### src/rtl/calc_pkg.sv
// Shared calculator definitions: key codes, keypad scanner states and the 4x4 key map.
package calc_pkg;

    localparam logic [3:0] KEY_0   = 4'h0;
    localparam logic [3:0] KEY_1   = 4'h1;
    localparam logic [3:0] KEY_2   = 4'h2;
    localparam logic [3:0] KEY_3   = 4'h3;
    localparam logic [3:0] KEY_4   = 4'h4;
    localparam logic [3:0] KEY_5   = 4'h5;
    localparam logic [3:0] KEY_6   = 4'h6;
    localparam logic [3:0] KEY_7   = 4'h7;
    localparam logic [3:0] KEY_8   = 4'h8;
    localparam logic [3:0] KEY_9   = 4'h9;
    localparam logic [3:0] KEY_ADD = 4'ha;
    localparam logic [3:0] KEY_SUB = 4'hb;
    localparam logic [3:0] KEY_MUL = 4'hc;
    localparam logic [3:0] KEY_DIV = 4'hd;
    localparam logic [3:0] KEY_EQ  = 4'he;
    localparam logic [3:0] KEY_CLR = 4'hf;

    typedef enum logic [1:0] {
        IDLE     = 2'd0,
        DEBOUNCE = 2'd1,
        PRESSED  = 2'd2,
        RELEASE  = 2'd3
    } scan_state_t;

    // Physical position (row, column) to key code.
    function automatic logic [3:0] key_map(input logic [1:0] row, input logic [1:0] col);
        logic [3:0] code;
        case ({row, col})
            4'h0:    code = KEY_1;
            4'h1:    code = KEY_2;
            4'h2:    code = KEY_3;
            4'h3:    code = KEY_ADD;
            4'h4:    code = KEY_4;
            4'h5:    code = KEY_5;
            4'h6:    code = KEY_6;
            4'h7:    code = KEY_SUB;
            4'h8:    code = KEY_7;
            4'h9:    code = KEY_8;
            4'ha:    code = KEY_9;
            4'hb:    code = KEY_MUL;
            4'hc:    code = KEY_CLR;
            4'hd:    code = KEY_0;
            4'he:    code = KEY_EQ;
            default: code = KEY_DIV;
        endcase
        return code;
    endfunction

endpackage

### src/rtl/sync2.sv
// Two-flop synchroniser for asynchronous level inputs.
module sync2 #(
    parameter int WIDTH = 4,
    parameter logic [WIDTH-1:0] RESET_VAL = '1
) (
    input  logic             clk,
    input  logic             srst,
    input  logic [WIDTH-1:0] din,
    output logic [WIDTH-1:0] dout
);

    logic [WIDTH-1:0] stage1_reg;
    logic [WIDTH-1:0] stage2_reg;

    // Two back-to-back registers give metastability time to resolve.
    always_ff @(posedge clk) begin
        if (srst) begin
            stage1_reg <= RESET_VAL;
            stage2_reg <= RESET_VAL;
        end else begin
            stage1_reg <= din;
            stage2_reg <= stage1_reg;
        end
    end

    assign dout = stage2_reg;

endmodule

### src/rtl/key_scan_ctrl.sv
// 4x4 keypad scanner: column rotation, full-scan classification, debounce and
// release detection, producing one flag pulse per accepted press.
module key_scan_ctrl
    import calc_pkg::*;
#(
    parameter int COL_HOLD  = 4,
    parameter int DEB_SCANS = 3,
    parameter int REL_SCANS = 2
) (
    input  logic       CLK_1K,
    input  logic       RST,
    input  logic [3:0] ROW,
    output logic [3:0] COL,
    output logic [3:0] key_value,
    output logic       flag,
    output logic       key_held
);

    localparam int HOLD_W = $clog2(COL_HOLD);
    localparam int DEB_W  = $clog2(DEB_SCANS + 1);
    localparam int REL_W  = $clog2(REL_SCANS + 1);

    logic [3:0]        row_sync;
    logic [HOLD_W-1:0] hold_cnt_reg;
    logic [1:0]        col_idx_reg;
    logic              sample_en;
    logic              scan_end;
    logic [15:0]       scan_vec;     // bit col*4+row set when that key was seen pressed
    logic [4:0]        hits;
    logic [3:0]        hit_idx;
    logic              scan_is_none;
    logic              scan_is_key;
    logic [3:0]        scan_code;

    scan_state_t       state_reg, state_next;
    logic [3:0]        cand_reg, cand_next;
    logic [DEB_W-1:0]  cnt_reg, cnt_next;
    logic [REL_W-1:0]  rcnt_reg, rcnt_next;
    logic [3:0]        key_value_reg, key_value_next;
    logic              flag_reg, flag_next;
    logic              held_reg, held_next;

    sync2 #(.WIDTH(4), .RESET_VAL(4'hf)) u_row_sync (
        .clk  (CLK_1K),
        .srst (RST),
        .din  (ROW),
        .dout (row_sync)
    );

    assign sample_en = (hold_cnt_reg == HOLD_W'(COL_HOLD - 1));
    assign scan_end  = sample_en && (col_idx_reg == 2'd3);
    assign COL       = ~(4'b0001 << col_idx_reg);

    // Column hold timer and column rotation.
    always_ff @(posedge CLK_1K) begin
        if (RST) begin
            hold_cnt_reg <= '0;
            col_idx_reg  <= '0;
        end else if (sample_en) begin
            hold_cnt_reg <= '0;
            col_idx_reg  <= col_idx_reg + 2'd1;
        end else begin
            hold_cnt_reg <= hold_cnt_reg + HOLD_W'(1);
        end
    end

    // Per-column capture; the column being sampled now is taken live so the
    // full scan is complete in the same cycle as its last sample.
    for (genvar gi = 0; gi < 4; gi++) begin : g_col
        logic [3:0] press_reg;

        // Latch active-high press bits of this column at the end of its hold.
        always_ff @(posedge CLK_1K) begin
            if (RST) begin
                press_reg <= '0;
            end else if (sample_en && (col_idx_reg == 2'(gi))) begin
                press_reg <= ~row_sync;
            end
        end

        assign scan_vec[gi*4 +: 4] = (col_idx_reg == 2'(gi)) ? ~row_sync : press_reg;
    end

    // Count pressed positions and remember the (only meaningful if single) index.
    always_comb begin
        hits    = '0;
        hit_idx = '0;
        for (int i = 0; i < 16; i++) begin
            if (scan_vec[i]) begin
                hits    = hits + 5'd1;
                hit_idx = 4'(i);
            end
        end
    end

    assign scan_is_none = (hits == 5'd0);
    assign scan_is_key  = (hits == 5'd1);
    assign scan_code    = key_map(hit_idx[1:0], hit_idx[3:2]);

    // State and output registers.
    always_ff @(posedge CLK_1K) begin
        if (RST) begin
            state_reg     <= IDLE;
            cand_reg      <= '0;
            cnt_reg       <= '0;
            rcnt_reg      <= '0;
            key_value_reg <= '0;
            flag_reg      <= 1'b0;
            held_reg      <= 1'b0;
        end else begin
            state_reg     <= state_next;
            cand_reg      <= cand_next;
            cnt_reg       <= cnt_next;
            rcnt_reg      <= rcnt_next;
            key_value_reg <= key_value_next;
            flag_reg      <= flag_next;
            held_reg      <= held_next;
        end
    end

    // Debounce/release decisions, taken once per completed full scan.
    always_comb begin
        state_next     = state_reg;
        cand_next      = cand_reg;
        cnt_next       = cnt_reg;
        rcnt_next      = rcnt_reg;
        key_value_next = key_value_reg;
        held_next      = held_reg;
        flag_next      = 1'b0;
        if (scan_end) begin
            case (state_reg)
                IDLE: begin
                    if (scan_is_key) begin
                        state_next = DEBOUNCE;
                        cand_next  = scan_code;
                        cnt_next   = DEB_W'(1);
                    end
                end
                DEBOUNCE: begin
                    if (!scan_is_key) begin
                        state_next = IDLE;
                    end else if (scan_code != cand_reg) begin
                        cand_next = scan_code;
                        cnt_next  = DEB_W'(1);
                    end else if (cnt_reg + DEB_W'(1) == DEB_W'(DEB_SCANS)) begin
                        key_value_next = cand_reg;
                        flag_next      = 1'b1;
                        held_next      = 1'b1;
                        cnt_next       = '0;
                        state_next     = PRESSED;
                    end else begin
                        cnt_next = cnt_reg + DEB_W'(1);
                    end
                end
                PRESSED: begin
                    // Other keys or chords while held are ignored: no rollover.
                    if (scan_is_none) begin
                        state_next = RELEASE;
                        rcnt_next  = REL_W'(1);
                    end
                end
                RELEASE: begin
                    if (!scan_is_none) begin
                        state_next = PRESSED;
                    end else if (rcnt_reg + REL_W'(1) == REL_W'(REL_SCANS)) begin
                        held_next  = 1'b0;
                        rcnt_next  = '0;
                        state_next = IDLE;
                    end else begin
                        rcnt_next = rcnt_reg + REL_W'(1);
                    end
                end
                default: state_next = IDLE;
            endcase
        end
    end

    assign key_value = key_value_reg;
    assign flag      = flag_reg;
    assign key_held  = held_reg;

endmodule

### config.mk
export PLATFORM = sky130hd
export DESIGN_NAME = key_scan_ctrl
export DESIGN_NICKNAME = d
export VERILOG_FILES = /design/src/rtl/calc_pkg.sv /design/src/rtl/sync2.sv /design/src/rtl/key_scan_ctrl.sv
export SDC_FILE = /design/constraint.sdc
export NUM_CORES = 1
export LEC_CHECK = 0
export ABC_AREA = 1
export CAP_MARGIN = 20
export CORE_MARGIN = 4
export CORE_UTILIZATION = 60
export CTS_CLUSTER_DIAMETER = 40
export DETAILED_ROUTE_END_ITERATION = 7
export PLACE_DENSITY = 0.79
export SETUP_SLACK_MARGIN = 0.2
export SYNTH_ARGS = -nofsm -noshare
export SYNTH_HDL_FRONTEND = slang
export SYNTH_HIERARCHICAL = 1
export SYNTH_SLANG_ARGS = --single-unit
### constraint.sdc
create_clock -name CLK_1K -period 26.7 [get_ports CLK_1K]
set_clock_uncertainty 0.2 [all_clocks]
set_input_delay 4.005 -clock CLK_1K [delete_from_list [all_inputs] [get_ports CLK_1K]]
set_output_delay 4.005 -clock CLK_1K [all_outputs]
set_load 0.02 [all_outputs]
======== Yosys cells after proc, flatten, opt, wreduce, memory -nomap -nowiden ========
Memories as Yosys holds them, arrays and structs flattened.
Index checks and enable logic that the tools add are counted.
word-level totals
  input port bits ......................... 6
  bits in latches ......................... 0
  memories ................................ 1
  logic and storage cells ................. 144
  output and inout bits ................... 10
  bits in registers ....................... 44
  bits in read-only memories .............. 64
  memory bits (writable) .................. 0
memory list
  name             words  bits a word  rd ports  clocked after Yosys merged registers in  wr ports  line            RTL
  (no name shown)  16     4            1         0                                        0         calc_pkg.sv:31  case ({row, col})
cells by class
  multiplexer cells ....................... 62
  eq/ne operators ......................... 22
  bitwise logic cells ..................... 6
  divide/modulo/power cells ............... 0
  multipliers ............................. 0
  order comparisons ....................... 0
  shifts and indexed selects .............. 1
  reduce and logical (&&, ||, !) cells .... 18
  add/subtract/negate cells ............... 19
operator list
  kind                                           number
  two-way mux 4 bit                              21
  adder 5 x 1 -> 5 bit, second input constant    15
  two-way mux 5 bit                              15
  two-way mux 2 bit                              13
  inequality test 2 bit, second input constant   8
  == test 2 bit, second input constant           7
  AND reduction 5 bit                            2
  inequality test 3 bit, second input constant   3
  adder 2 x 1 -> 2 bit, second input constant    4
  two-way mux 1 bit                              8
  inverter 4 bit                                 2
  one-hot mux 2 bit (2 select lines)             2
  one-hot mux 2 bit (4 select lines)             1
  one-hot mux 4 bit (2 select lines)             1
  AND reduction 4 bit                            2
  AND reduction 7 bit                            1
  AND reduction 6 bit                            1
  nonzero test 2 bit                             3
  == test 5 x 1 -> 1 bit, second input constant  1
  logical NOT 5 bit                              1
  OR reduction 5 bit                             1
  == test 2 x 1 -> 1 bit, second input constant  2
  logical AND 1 bit                              4
  logical NOT 2 bit                              2
  5 further kinds                                8

======== Longest topological paths before layout ========
Gate-level depths: netlist of run 1.
  depth in word-level cells ............... 36
  depth in mapped cells ................... 66
  gate-level depth less buffers ........... 65

======== Hierarchy ========
The synthesis of run 1 kept the hierarchy.
modules (own cells, without submodules)
  module         instances  cells an instance  area each (µm²)  seq. area each (µm²)
  key_scan_ctrl  1          645                4,036.4          720.7
  sync2          1          25                 224.0            160.2

======== Least setup slack after synthesis of run 1 ========
Ideal clock, no wire load.
  path type ............................... register to register
  start point ............................. register col_idx_reg[0]
  end point ............................... register state_reg[0]
  data arrival time ....................... 9,437 ps
  setup time .............................. 113 ps
  required time ........................... 26,387 ps
  buffers on the path ..................... 1
  stages on the path, launching flop included .. 63
  slack ................................... 16,950 ps
  period minus slack after synthesis ...... 9,750 ps
  cells stage by stage .................... dfxtp_1 inv_1 ha_1 buf_6 o21ai_0 inv_1 ha_1 inv_1 nand3_4 nand2_2 ha_1 nand2_1 nand2_1 ha_1 or2_1 nand2_1 inv_1 ha_1 [27 not listed] ha_1 nand2_1 nand2_1 ha_1 or2_2 o21ai_2 inv_1 ha_1 o21ai_0 nand3_4 nor2_8 nand2_4 nand2_1 nand3_2 nor2_2 nand2_1 nand2_1 nor2_1
on the way
  cells in the longest elaborated chain, start to end .. 36
  elaborated cells on any way between the ends .. 68
  classes of those cells .................. add/sub: 15; eq/ne: 10; mux: 38; reduce/logical: 4; memory: 1
ends and longest elaborated chain
  item                                                                                        line                                      RTL
  start, declared                                                                             key_scan_ctrl.sv:25                       logic [1:0] col_idx_reg;
  start signal, assigned                                                                      key_scan_ctrl.sv:61                       col_idx_reg <= col_idx_reg + 2'd1;
  logical NOT 2 bit                                                                           key_scan_ctrl.sv:81                       assign scan_vec[gi*4 +: 4] = (col_idx_reg == 2'(gi)) ? ~row_sync : press_reg;
  two-way mux 4 bit                                                                           key_scan_ctrl.sv:81
  two-way mux 1 bit                                                                           key_scan_ctrl.sv:89                       if (scan_vec[i]) begin
  adder 5 x 1 -> 5 bit                                                                        key_scan_ctrl.sv:90                       hits = hits + 5'd1;
  two-way mux 5 bit                                                                           key_scan_ctrl.sv:89
  adder 5 x 1 -> 5 bit                                                                        key_scan_ctrl.sv:90
  two-way mux 5 bit                                                                           key_scan_ctrl.sv:89
  adder 5 x 1 -> 5 bit                                                                        key_scan_ctrl.sv:90
  [20 not listed]                                                                             --
  two-way mux 5 bit                                                                           key_scan_ctrl.sv:89
  adder 5 x 1 -> 5 bit                                                                        key_scan_ctrl.sv:90
  two-way mux 5 bit                                                                           key_scan_ctrl.sv:89
  adder 5 x 1 -> 5 bit                                                                        key_scan_ctrl.sv:90
  two-way mux 5 bit                                                                           key_scan_ctrl.sv:89
  == test 5 x 1 -> 1 bit / logical NOT 5 bit (equally long branches)                          key_scan_ctrl.sv:97, key_scan_ctrl.sv:96
  inequality test 3 bit (no line) (tied with other cells)                                     --
  AND reduction 6 bit (no line) / one-hot mux 2 bit (4 select lines) (equally long branches)  --
  end signal, assigned                                                                        key_scan_ctrl.sv:111                      state_reg <= state_next;
  end, declared                                                                               key_scan_ctrl.sv:35                       scan_state_t state_reg, state_next;
Parallel ways exist; a longest one is shown, timed or not.
A chain may end at the register's enable or synchronous reset.

======== Final worst setup path of run 1 ========
  start point ............................. register col_idx_reg[0]
  end point ............................... register state_reg[1]
The elaborated chain is that of the path after synthesis.

==> results.txt, run 1 <==
----------------------------------------------------
[Run status]
  Result of the run ... complete, no violations

[Clock network]
  Insertion delay of the later-clocked pin in the worst-skew pair ... approximately 300 ps
  Gates resized, CTS repair ... 0
  Sink Count ... 44
  Setup bufs post-CTS ... 0
  TritonCTS clock tree ... built
  Worst-path clk slew ... 80 ps
  Bufs on Longest Clock Path ... 2
  H-tree levels ... 2
  Post-CTS Hold Fix Bufs ... 0
  Inserted Clock Buffers ... 5
  CTS Root Buffer Type ... sky130_fd_sc_hd__clkbuf_8

[Yosys]
  Register area share after synthesis ... approximately a fifth
  Number of nets produced by synthesis ... 700
  Number of unique standard cell types used by synthesis ... 44
  Yosys Warn Count ... 6
  Syn avg cell area ... around 6.4 µm²
  Post-Syn Instances ... 670
  Most area-consuming cells after synthesis ... sky130_fd_sc_hd__dfxtp_1, sky130_fd_sc_hd__nand2_1, sky130_fd_sc_hd__inv_1, sky130_fd_sc_hd__ha_1, sky130_fd_sc_hd__nor2_1
  Syn Std Cell Area ... roughly 0.0043 mm²
  Dominant cell type by area after synthesis ... sky130_fd_sc_hd__dfxtp_1
  Post-synthesis sequential element count ... 44
  Area share of the largest cell type after synthesis ... slightly above 20%

[Timing]
  Final number of hold-violating endpoints ... 0
  F_max ... roughly 94 MHz
  Final cycle utilization of the critical path ... between 30% and 40%
  Min cycle time layout ... about 11000 ps
  Slew at the pin closest to its max-slew limit ... approximately 800 ps
  Number of max-slew violations in the final report ... 0
  Final-report setup violation count ... 0
  Final total negative setup slack ... 0 ps
  Headroom to the max-slew limit ... between 40 and 50%
  Setup repair after global routing missed its margin ... no

[Cells and area]
  Number of flip-flops in the largest register ... 16
  Highest-count cells in the layout ignoring fill and taps ... sky130_fd_sc_hd__nand2_1, sky130_fd_sc_hd__inv_1, sky130_fd_sc_hd__nor2_1
  Layout cells sized above 1 ... about 15%
  Relative area change from synthesis to final layout ... 6.34%
  Most frequent standard cell in the layout excluding fill and tap cells ... sky130_fd_sc_hd__nand2_1
  Final net count ... roughly 710
  Final core utilization ... 66.3%
  Total inserted antenna cells ... 0
  Area of combinational cells with multiple inputs ... 0.00282 mm²
  Footprint of the flip-flops and latches ... ~880 µm²
  Number of inserted filler cells in the final layout ... roughly 670

[GRT]
  Residual overflow from global routing ... 0
  Global-route wire length before repair ... approximately 15 mm
  Initial antenna violation count ... 0
  Combined global-route utilization of all metal layers ... about a fifth
  Vias in the first global route ... roughly 3.6k
  Largest net degree at the start of global routing ... 30

[Floorplanning]
  Core Footprint ... about 0.007 mm²
  FP Rows ... 30
  Number of ports placed on the die boundary ... 16
  Die boundary width ... ~92 µm
  Area of the die ... between 0.008 and 0.009 mm²
  Initial core utilization ... between 60% and 70%
  Height of the die ... a little over 90 µm

[Setup path]
  Largest driver fanout on the critical path ... 11
  Slowest stage cell, crit path ... sky130_fd_sc_hd__dfxtp_1
  Launching element type of the critical path ... register
  Required time of the critical path ... around 27000 ps
  Capturing element of the worst setup path ... state_reg[1]
  Worst flop-to-flop path endpoint ... state_reg[1]
  Launching element of the worst setup path ... col_idx_reg[0]
  Biggest cell delay along the critical path ... 410 ps
  Reg2Reg Launch Point ... col_idx_reg[0]
  Signal arrival time at the worst endpoint ... about 11000 ps
  Cell occurring most often along the worst timing path ... sky130_fd_sc_hd__nand2_1
  Setup Crit Path Kind ... reg -> reg
  Kind of capture point of the worst setup path ... register
  Depth of the most critical reg-to-reg path ... 61
  Setup slack of the most critical reg-to-reg path ... about 16000 ps

[Power]
  Worst IR Drop VDD ... between 0.00004 and 0.00005 V
  Static power due to leakage ... around 2.5 nW
  Power density normalized to cell area ... 48.7 mW/mm²

[Drt]
  Avg WL per Cell ... between 10 and 15 µm
  Remaining design rule violation count ... 0
  Residual antenna-violating net count after detailed routing ... 0
  Total wire length after detailed routing ... roughly 8 mm
  First drt pass iteration count ... 5
  Via count ... about 3.8k
  Detailed-route vias per instance ... 4.95
  Initial DRC count ... ~130

[Placed design]
  Buffers added on ports ... 15
  Detailed placer's ending HPWL ... between 6 and 7 mm
  Routability congestion estimate ... around 0.81

[Hold path]
  Class of the most critical hold timing path ... reg -> reg

[Job]
  Reported max-cap violation count ... 0

----------------------------------------------------
logic make-up (layout without fill, tap and decap cells):
family          count (synthesis)  in the layout  share of synthesized area [%]
buf+inv                       134            142                           13.2
flops                          44             44                           20.7
fa+ha+maj                      24             24                           7.05
simple gates                  378            378                           45.9
compound gates                 84             84                           11.4
xor+xnor                        6              6                           1.67
synthesized netlist by cell type, drive strengths merged:
master / instances
nor2: 74
ha: 24
nand3: 69
o21ai: 46
o31a: 1
xor2: 4
a21oi: 27
o22ai: 1
nand3b: 10
and2: 1
o21bai: 2
dfxtp: 44
o31ai: 1
nand2: 208
nor3b: 1
inv: 119
buf: 9
clkbuf: 6
or2: 10
a31oi: 1
o211ai: 4
nand4: 4
xnor2: 2
a32o: 1
nor3: 1
critical path, delay by kind of cell (launching register included):
family                   cells  cell delay [ps]
adder cells (fa/ha/maj)     15             4220
AND/OR/NAND/NOR             33             4130
AO/OA/AOI/OAI                4              900
buffers and inverters        9              630
flip-flops                   1              410
worst min path at each step:
stage	end	start	cells past startpoint	slack [ps]
detailed placement	u_row_sync/dout[0]	u_row_sync/stage1_reg[0]	2	200
floorplan	u_row_sync/dout[0]	u_row_sync/stage1_reg[0]	2	190
global placement	u_row_sync/dout[2]	u_row_sync/stage1_reg[2]	2	190
finish	u_row_sync/dout[0]	u_row_sync/stage1_reg[0]	2	220
global route	u_row_sync/dout[0]	u_row_sync/stage1_reg[0]	2	240
CTS	u_row_sync/dout[3]	u_row_sync/stage1_reg[3]	2	220
where the power goes:
| part | internal, mW | total (mW) | switching [mW] |
|---|---|---|---|
| Sequential | 0.0671 | 0.0686 | 0.00142 |
| Clock | 0.0282 | 0.0520 | 0.0238 |
| Combinational | 0.0353 | 0.0999 | 0.0646 |
| Total | 0.131 | 0.220 | 0.0899 |
cell type report:
cell class	instances	share of cell area [%]
clock buffer	5	1.52
clock inverter	3	1.02
inverter	119	9.91
multi-input combinational	492	62.1
sequential	44	19.4
tap	96	2.65
timing repair buffer	15	3.31
per-layer routing:
metal / wire length [µm] / part of all wire (%) / track usage [%]
met2: 3780 / 47 / 36.1
met5: 0 / 0 / 0
met3: 179 / 2.2 / 3.69
met1: 4030 / 50 / 26.2
met4: 73 / 0.91 / 4.95
stage by stage:
step	worst slack [ps]	instances	power (mW)	cell area (µm²)	hold slack, ps
2_1_floorplan	16950	670	0.154	4260	187
3_3_place_gp	16550	766	0.165	4420	190
3_5_place_dp	16110	766	0.171	4420	198
4_1_cts	16070	774	0.223	4530	219
5_1_grt	15120	774	0.243	4530	237
6_report	16100	774	0.220	4530	216
Power figures use the tool's default switching activity.
==> run 2, diff against run 1 <==
--- a/config.mk
+++ b/config.mk
@@ -8,10 +8,10 @@
 export ABC_AREA = 1
 export CAP_MARGIN = 20
 export CORE_MARGIN = 4
-export CORE_UTILIZATION = 60
+export CORE_UTILIZATION = 57
 export CTS_CLUSTER_DIAMETER = 40
 export DETAILED_ROUTE_END_ITERATION = 7
-export PLACE_DENSITY = 0.79
+export PLACE_DENSITY = 0.78
 export SETUP_SLACK_MARGIN = 0.2
 export SYNTH_ARGS = -nofsm -noshare
 export SYNTH_HDL_FRONTEND = slang
==> constraint.sdc (replaced) <==
create_clock -name CLK_1K -period 9.4 [get_ports CLK_1K]
set_clock_uncertainty 0.2 [all_clocks]
set_input_delay 1.41 -clock CLK_1K [delete_from_list [all_inputs] [get_ports CLK_1K]]
set_output_delay 1.41 -clock CLK_1K [all_outputs]
set_load 0.02 [all_outputs]
==> run 2 against run 1 <==
Combinational power increased to 3.9 times the previous value; sequential cell count unchanged; non-clock buffer count increased by 28.
==> results.txt, run 2 (synthesis results as in run 1) <==
----------------------------------------------------
[Floorplanning]
  Height of the die ... 94.5 µm (+2.4%)
  Area of the die ... 0.00892 mm² (+4.8%)
  Initial core utilization ... 58.7% (-3.6 points)
  Core Footprint ... 0.00725 mm² (+6.2%)
  FP Rows ... 31 (+3.3%)
  Number of ports placed on the die boundary ... 16 (unchanged)
  Die boundary width ... 94.5 µm (+2.4%)

[Power]
  Power density normalized to cell area ... 146 mW/mm² (+200%)
  Share of total power in the clock network ... 20.5% (-3.1 points)
  Net switching power of the design ... 0.301 mW (+230%)
  Part of the total power dissipated in combinational logic ... 53.3% (+8.0 points)
  Sequential group share of total power ... 26.2% (-4.9 points)
  Post-layout power ... 0.738 mW (+230%)
  Net Sw Frac ... 40.7% (about the same)
  Static power due to leakage ... 2.66 nW (+7.7%)
  Worst IR Drop VDD ... 0.000113 V (+140%)
  P_int ... 0.438 mW (+240%)

[Setup path]
  Signal arrival time at the worst endpoint ... 8850 ps (-1750 ps)
  Largest driver fanout on the critical path ... 6 (-5)
  Launching element type of the critical path ... register
  Biggest cell delay along the critical path ... 340 ps (-70 ps)
  Kind of capture point of the worst setup path ... register
  Required time of the critical path ... 9440 ps (-17260 ps)
  Slowest stage cell, crit path ... sky130_fd_sc_hd__dfxtp_2
  Buffers and inverters on the worst path ... 9 (unchanged)
  CP delay by family, top ... simple AND/OR/NAND/NOR gates
  Cell occurring most often along the worst timing path ... sky130_fd_sc_hd__nand2_2
  Setup Crit Path Kind ... reg -> reg

[Cells and area]
  Most frequent standard cell in the layout excluding fill and tap cells ... sky130_fd_sc_hd__nand2_1
  Number of inserted filler cells in the final layout ... 620 (-6.9%)
  Layout cells sized above 1 ... 25.9% (+11 points)
  Area of combinational cells with multiple inputs ... 0.00312 mm² (+11%)
  Number of non-filler instances in the completed layout ... 806 (+4.1%)
  Number of flip-flops in the largest register ... 16 (unchanged)
  Footprint of the flip-flops and latches ... 886 µm² (+0.57%)
  Relative area change from synthesis to final layout ... 18.9%
  Final core utilization ... 69.8% (+3.5 points)
  Total inserted antenna cells ... 0 (unchanged)
  Final net count ... 736 (+4.1%)
  Highest-count cells in the layout ignoring fill and taps ... sky130_fd_sc_hd__nand2_1, sky130_fd_sc_hd__inv_1, sky130_fd_sc_hd__nor2_1

[Clock network]
  CTS Root Buffer Type ... sky130_fd_sc_hd__clkbuf_8
  Sink Count ... 44 (unchanged)
  H-tree levels ... 2 (unchanged)
  Worst-path clk slew ... 80 ps (about the same)
  Insertion delay of the later-clocked pin in the worst-skew pair ... 290 ps (about the same)
  Post-CTS Hold Fix Bufs ... 0 (unchanged)
  TritonCTS clock tree ... built
  Inserted Clock Buffers ... 5 (unchanged)
  Bufs on Longest Clock Path ... 2 (unchanged)

[GRT]
  Top Usage Layer GRT ... met2
  Largest net degree at the start of global routing ... 30 (unchanged)
  Global routing met1 resource utilization ... 25.4% (-0.81 points)
  GR met2 Demand/Resource ... 37.7% (+1.6 points)
  Vias in the first global route ... 3804 (+4.5%)
  Global-route wire length before repair ... 15.4 mm (+2.2%)
  Combined global-route utilization of all metal layers ... 20.4% (-0.27 points)
  Met3 layer usage reported by global route ... 1.83% (-1.9 points)
  Residual overflow from global routing ... 0 (unchanged)
  Initial antenna violation count ... 0 (unchanged)

[Drt]
  Remaining design rule violation count ... 0 (unchanged)
  Residual antenna-violating net count after detailed routing ... 0 (unchanged)
  Detailed-route vias per instance ... 5.04 (+2.0%)
  Initial DRC count ... 158 (+24%)
  Total wire length after detailed routing ... 9.07 mm (+13%)
  First drt pass iteration count ... 4 (-1)
  Via count ... 4066 (+6.2%)
  Avg WL per Cell ... 11.3 µm (+8.1%)

[Timing]
  Final total negative setup slack ... 0 ps (unchanged)
  Headroom to the max-slew limit ... 44.1% (-3.4 points)
  Setup repair after global routing missed its margin ... no
  F_max ... 113 MHz (+20%)
  Min cycle time layout ... 8820 ps (-1790 ps)
  Number of max-slew violations in the final report ... 0 (unchanged)
  Final number of hold-violating endpoints ... 0 (unchanged)
  Slew at the pin closest to its max-slew limit ... 837 ps (+50.9 ps)
  Final-report setup violation count ... 0 (unchanged)
  Final cycle utilization of the critical path ... 93.8% (+54 points)

[Run status]
  Result of the run ... complete, no violations

[Hold path]
  Class of the most critical hold timing path ... reg -> reg

[Placed design]
  Detailed placer's ending HPWL ... 6.62 mm (+1.4%)
  Placed insts ... 775 (+1.2%)
  Buffers added on ports ... 15 (unchanged)
  Routability congestion estimate ... 0.819 (+1.4%)

[Job]
  Reported max-cap violation count ... 0 (unchanged)

----------------------------------------------------
run 2: cell count changes in the layout (fill, tap and decap cells not counted), moves of 9 or more:
cell | before | now
sky130_fd_sc_hd__buf_4 | 0 | 27
sky130_fd_sc_hd__ha_1 | 24 | 15
sky130_fd_sc_hd__ha_4 | 0 | 9
sky130_fd_sc_hd__inv_1 | 112 | 103
sky130_fd_sc_hd__nand2_1 | 169 | 147
sky130_fd_sc_hd__nand2_2 | 31 | 46
run 2: cell type report:
class	instances	share of cell area (%)
multi-input cells	493	61.6
flip-flops and latches	44	17.5
inverters	119	8.92
repair buffers	43	7.19
well taps	99	2.45
clock buffers	6	1.63
clock inverters	2	0.766
run 2: path summary, 6_finish.rpt:
kind         depth (start not counted)            endpoint  slack (ps)                     start
min                                  2  u_row_sync/dout[1]         220  u_row_sync/stage1_reg[1]
max reg2reg                         62        key_value[1]         580            col_idx_reg[1]
max                                 62        key_value[1]         580            col_idx_reg[1]
min reg2reg                          2  u_row_sync/dout[1]         220  u_row_sync/stage1_reg[1]
run 2: through the flow:
stage	worst slack (ps)	area (µm²)	hold WS, ps
finish	585	5060	217
global route	120	5060	246
CTS	203	4850	221
detailed placement	-253	4540	201
global placement	68.3	4540	189
floorplan	204	4340	187
run 2: per-layer routing:
| metal | vias to the layer above | wire length (µm) |
|---|---|---|
| li1 | 2178 | - |
| met1 | 1825 | 4230 |
| met2 | 51 | 4520 |
| met3 | 12 | 207 |
| met4 | 0 | 114 |
| met5 | - | 0 |
run 2: tightest hold or removal path: cells and delay by family, from the launching register on:
kind	cells	cell delay (ps)
flip-flops	1	310
buffers and inverters	1	30
AND/OR/NAND/NOR	1	50
run 2: what timing repair did:
action | CTS | global route
pin swaps | 20 | 23
gates resized for setup | 23 | 29
setup buffers | 14 | 8
endpoints found under the setup margin | 16 | 16
cloned | 0 | 1
run 2: power groups by stage:
stage / Combinational (mW) / Clock (mW) / Sequential, mW
finish: 0.394 / 0.151 / 0.194
global route: 0.445 / 0.164 / 0.194
CTS: 0.337 / 0.155 / 0.194
detailed placement: 0.301 / 0 / 0.198
global placement: 0.287 / 0 / 0.198
floorplan: 0.252 / 0 / 0.197
==> run 3, diff against run 2 <==
--- a/config.mk
+++ b/config.mk
@@ -5,13 +5,12 @@
 export SDC_FILE = /design/constraint.sdc
 export NUM_CORES = 1
 export LEC_CHECK = 0
-export ABC_AREA = 1
 export CAP_MARGIN = 20
 export CORE_MARGIN = 4
-export CORE_UTILIZATION = 57
-export CTS_CLUSTER_DIAMETER = 40
+export CORE_UTILIZATION = 56
+export CTS_CLUSTER_DIAMETER = 100
 export DETAILED_ROUTE_END_ITERATION = 7
-export PLACE_DENSITY = 0.78
+export PLACE_DENSITY = 0.77
 export SETUP_SLACK_MARGIN = 0.2
 export SYNTH_ARGS = -nofsm -noshare
 export SYNTH_HDL_FRONTEND = slang
==> run 3 against run 2 <==
The run now ends with negative setup slack left; global-route usage is 7.5 points higher; via count is 8.6% higher; sequential cell count unchanged; register-to-register slack got worse by 1300 ps; count of clock-buffer cells in the layout rose by 1; synthesized area down 4.0%; non-clock buffer count is 65 higher; combinational power is 52% higher; highest routed layer unchanged.
==> results.txt, run 3 <==
----------------------------------------------------
[Timing]
  Headroom to the max-slew limit ... 43.5% (-0.66 points)
  F_max ... 99.1 MHz (-13%)
  Final Worst Setup Slack ... -687 ps (-1270 ps)
  Final cycle utilization of the critical path ... 107% (+14 points)
  Number of max-slew violations in the final report ... 0 (unchanged)
  Final hold slack ... 211 ps (-5.91 ps)
  Final total negative setup slack ... -9520 ps (-9520 ps)
  Slew at the pin closest to its max-slew limit ... 839 ps (+1.88 ps)
  Final-report setup violation count ... 16 (+16)
  Final number of hold-violating endpoints ... 0 (unchanged)
  Min cycle time layout ... 10090 ps (+1270 ps)
  Setup repair after global routing missed its margin ... yes

[Placed design]
  Placed insts ... 660 (-15%)
  Detailed placer's ending HPWL ... 7.92 mm (+20%)
  Routability congestion estimate ... 0.892 (+8.9%)
  Area after detailed placement ... 0.00475 mm² (+4.5%)
  Post-Place Worst Slack ... -674 ps (-421 ps)
  Buffers added on ports ... 15 (unchanged)

[Setup path]
  Slowest stage cell, crit path ... sky130_fd_sc_hd__a221o_1
  Setup Crit Path Kind ... reg -> reg
  Worst flop-to-flop path endpoint ... rcnt_reg[0]
  Setup slack of the most critical reg-to-reg path ... -690 ps (-1270 ps)
  Cell occurring most often along the worst timing path ... sky130_fd_sc_hd__ha_4
  Depth of the most critical reg-to-reg path ... 57 (-8.1%)
  Signal arrival time at the worst endpoint ... 10110 ps (+1260 ps)
  Reg2Reg Launch Point ... col_idx_reg[1]
  Kind of capture point of the worst setup path ... register
  Largest driver fanout on the critical path ... 7 (+1)
  Required time of the critical path ... 9420 ps (-20 ps)
  Launching element type of the critical path ... register
  Biggest cell delay along the critical path ... 370 ps (+30 ps)

[Cells and area]
  Relative area change from synthesis to final layout ... 38.9%
  Total inserted antenna cells ... 0 (unchanged)
  Number of non-filler instances in the completed layout ... 712 (-12%)
  Highest-count cells in the layout ignoring fill and taps ... sky130_fd_sc_hd__buf_4, sky130_fd_sc_hd__nor2_1, sky130_fd_sc_hd__nand2_1, sky130_fd_sc_hd__dfxtp_1, sky130_fd_sc_hd__xnor2_1
  Number of flip-flops in the largest register ... 16 (unchanged)
  Area of combinational cells with multiple inputs ... 0.00354 mm² (+14%)
  Layout cells sized above 1 ... 33.0% (+7.1 points)
  Final net count ... 645 (-12%)
  Final Instance Area ... 0.00568 mm² (+12%)
  Number of inserted filler cells in the final layout ... 412 (-34%)
  Most frequent standard cell in the layout excluding fill and tap cells ... sky130_fd_sc_hd__buf_4
  Footprint of the flip-flops and latches ... 883 µm² (-0.28%)

[Hold path]
  Hold_sp ... u_row_sync/stage1_reg[1]
  Sink of the worst hold path ... u_row_sync/dout[1]
  Class of the most critical hold timing path ... reg -> reg
  Cells on Worst Hold Path ... 1 (-1)

[Floorplanning]
  Core Footprint ... 0.00694 mm² (-4.3%)
  Number of ports placed on the die boundary ... 16 (unchanged)
  Area of the die ... 0.00873 mm² (-2.1%)
  Initial core utilization ... 58.9% (+0.15 points)
  Height of the die ... 93.5 µm (-1.1%)
  FP Rows ... 30 (-3.2%)
  Die boundary width ... 93.5 µm (-1.1%)

[GRT]
  Largest net degree at the start of global routing ... 41 (+37%)
  Global-route wire length before repair ... 19.8 mm (+29%)
  Initial antenna violation count ... 0 (unchanged)
  Combined global-route utilization of all metal layers ... 27.8% (+7.5 points)
  Vias in the first global route ... 4220 (+11%)
  Residual overflow from global routing ... 0 (unchanged)

[Yosys]
  Register area share after synthesis ... 21.5% (+0.87 points)
  Area share of the largest cell type after synthesis ... 21.5% (+0.87 points)
  Most common cell in the netlist ... sky130_fd_sc_hd__nor2_1
  Main synth FF type ... sky130_fd_sc_hd__dfxtp_1
  Number of nets produced by synthesis ... 555 (-21%)
  Syn Std Cell Area ... 0.00409 mm² (-4.0%)
  Number of synthesized flops with an enable pin ... 0 (unchanged)
  Post-synthesis sequential element count ... 44 (unchanged)
  Fraction of registers with async set/reset ... 0% (unchanged)
  Post-Syn Instances ... 525 (-22%)
  Dominant cell type by area after synthesis ... sky130_fd_sc_hd__dfxtp_1
  Syn avg cell area ... 7.79 µm² (+22%)
  Yosys Warn Count ... 6 (unchanged)
  Most frequent cells after synthesis ... sky130_fd_sc_hd__nor2_1, sky130_fd_sc_hd__nand2_1, sky130_fd_sc_hd__dfxtp_1, sky130_fd_sc_hd__xnor2_1, sky130_fd_sc_hd__a21oi_1
  Most area-consuming cells after synthesis ... sky130_fd_sc_hd__dfxtp_1, sky130_fd_sc_hd__ha_1, sky130_fd_sc_hd__xnor2_1, sky130_fd_sc_hd__nor2_1, sky130_fd_sc_hd__nand2_1
  Number of unique standard cell types used by synthesis ... 78 (+77%)

[Clock network]
  H-tree levels ... 2 (unchanged)
  Post-CTS Hold Fix Bufs ... 0 (unchanged)
  Sink Count ... 44 (unchanged)
  CTS Root Buffer Type ... sky130_fd_sc_hd__clkbuf_8
  Insertion delay of the later-clocked pin in the worst-skew pair ... 300 ps (about the same)
  Worst-path clk slew ... 90 ps (about the same)
  Bufs on Longest Clock Path ... 2 (unchanged)
  Inserted Clock Buffers ... 5 (unchanged)
  TritonCTS clock tree ... built

[Drt]
  Via count ... 4414 (+8.6%)
  Total wire length after detailed routing ... 13.1 mm (+44%)
  Avg WL per Cell ... 18.4 µm (+63%)
  Detailed-route vias per instance ... 6.20 (+23%)
  Residual antenna-violating net count after detailed routing ... 0 (unchanged)
  First drt pass iteration count ... 7 (+3)
  Remaining design rule violation count ... 0 (unchanged)
  Initial DRC count ... 298 (+89%)

[Power]
  Static power due to leakage ... 2.23 nW (-16%)
  Worst IR Drop VDD ... 0.000113 V (about the same)
  Power density normalized to cell area ... 168 mW/mm² (+15%)

[Run status]
  Violated checks ... negative setup slack
  Result of the run ... finished, violations left

[Job]
  Reported max-cap violation count ... 0 (unchanged)

----------------------------------------------------
-- run 3: cell count changes after synthesis, moves of 10 or more --
| cell | change |
|---|---|
| sky130_fd_sc_hd__mux2i_1 | +10 |
| sky130_fd_sc_hd__inv_1 | -86 |
| sky130_fd_sc_hd__nand3_2 | -20 |
| sky130_fd_sc_hd__nand2_2 | -31 |
| sky130_fd_sc_hd__xnor2_1 | +33 |
| sky130_fd_sc_hd__nand2_1 | -120 |
| sky130_fd_sc_hd__clkbuf_1 | +11 |
| sky130_fd_sc_hd__nor3_1 | +13 |
| sky130_fd_sc_hd__nand3_1 | -26 |
| sky130_fd_sc_hd__o21ai_1 | -10 |
| sky130_fd_sc_hd__a211oi_1 | +19 |
-- run 3: cell type report --
cell class              count  area share, %
repair buffers            108           15.8
flip-flops and latches     44           15.6
clock inverters             1          0.529
well taps                  96           2.12
multi-input cells         428           62.4
clock buffers               7           1.70
inverters                  28           1.85
-- run 3: timing repair --
| item | in CTS | in global routing |
|---|---|---|
| endpoints found under the hold margin | 0 | 0 |
| gates cloned | 0 | 0 |
| resized for setup | 42 | 44 |
| buffers inserted | 27 | 16 |
| endpoints found under the setup margin | 16 | 16 |
| pin swaps | 36 | 43 |
-- run 3: power breakdown --
part / leakage (nW) / switching [mW] / internal [mW]
clock: 0.0645 / 0.0644 / 0.0938
combinational: 1.81 / 0.303 / 0.297
sequential: 0.358 / 0.00283 / 0.191
-- run 3: layer usage --
layer  share of wire, %  wire, µm  vias up  GRT usage [%]
met3                5.9       779       60           3.70
met2                 49      6480      207           48.8
li1                   -         -     2074              -
met5                  0         0        -              0
met1                 40      5240     2073           34.4
met4                4.5       595        0           10.5
-- run 3: through the flow --
stage               power, mW  util [%]
finish                  0.951      81.8
global placement        0.559      68.3
global route            0.999      81.8
CTS                     0.822      76.2
floorplan               0.465         -
detailed placement      0.574      68.3
-- run 3: cells by family (layout without fill, tap and decap cells) --
family          after synthesis  count (layout)  synth area share [%]
fa+ha+maj                    24              24                  7.34
simple gates                211             211                  26.3
flops                        44              44                  21.5
xor+xnor                     51              51                  14.4
mux                          12              12                  3.09
compound gates              130             130                  22.0
buf+inv                      53             144                  5.32
-- run 3: worst max path at each step --
| stage | startpoint | endpoint | slack [ps] |
|---|---|---|---|
| after global routing | col_idx_reg[1] | rcnt_reg[0] | -1090 |
| final | col_idx_reg[1] | rcnt_reg[0] | -690 |
| after global placement | col_idx_reg[1] | key_held | -320 |
| after floorplan | col_idx_reg[1] | cand_reg[1] | -360 |
| after CTS | col_idx_reg[0] | cand_reg[3] | -410 |
| after detailed placement | col_idx_reg[1] | key_held | -670 |
-- run 3: critical path, delay by kind of cell, from the launching register on --
family          cells  cell delay, ps
buf+inv             9            1000
simple gates       15            1690
compound gates     15            2510
flops               1             340
xor+xnor            4             630
fa+ha+maj          14            3640
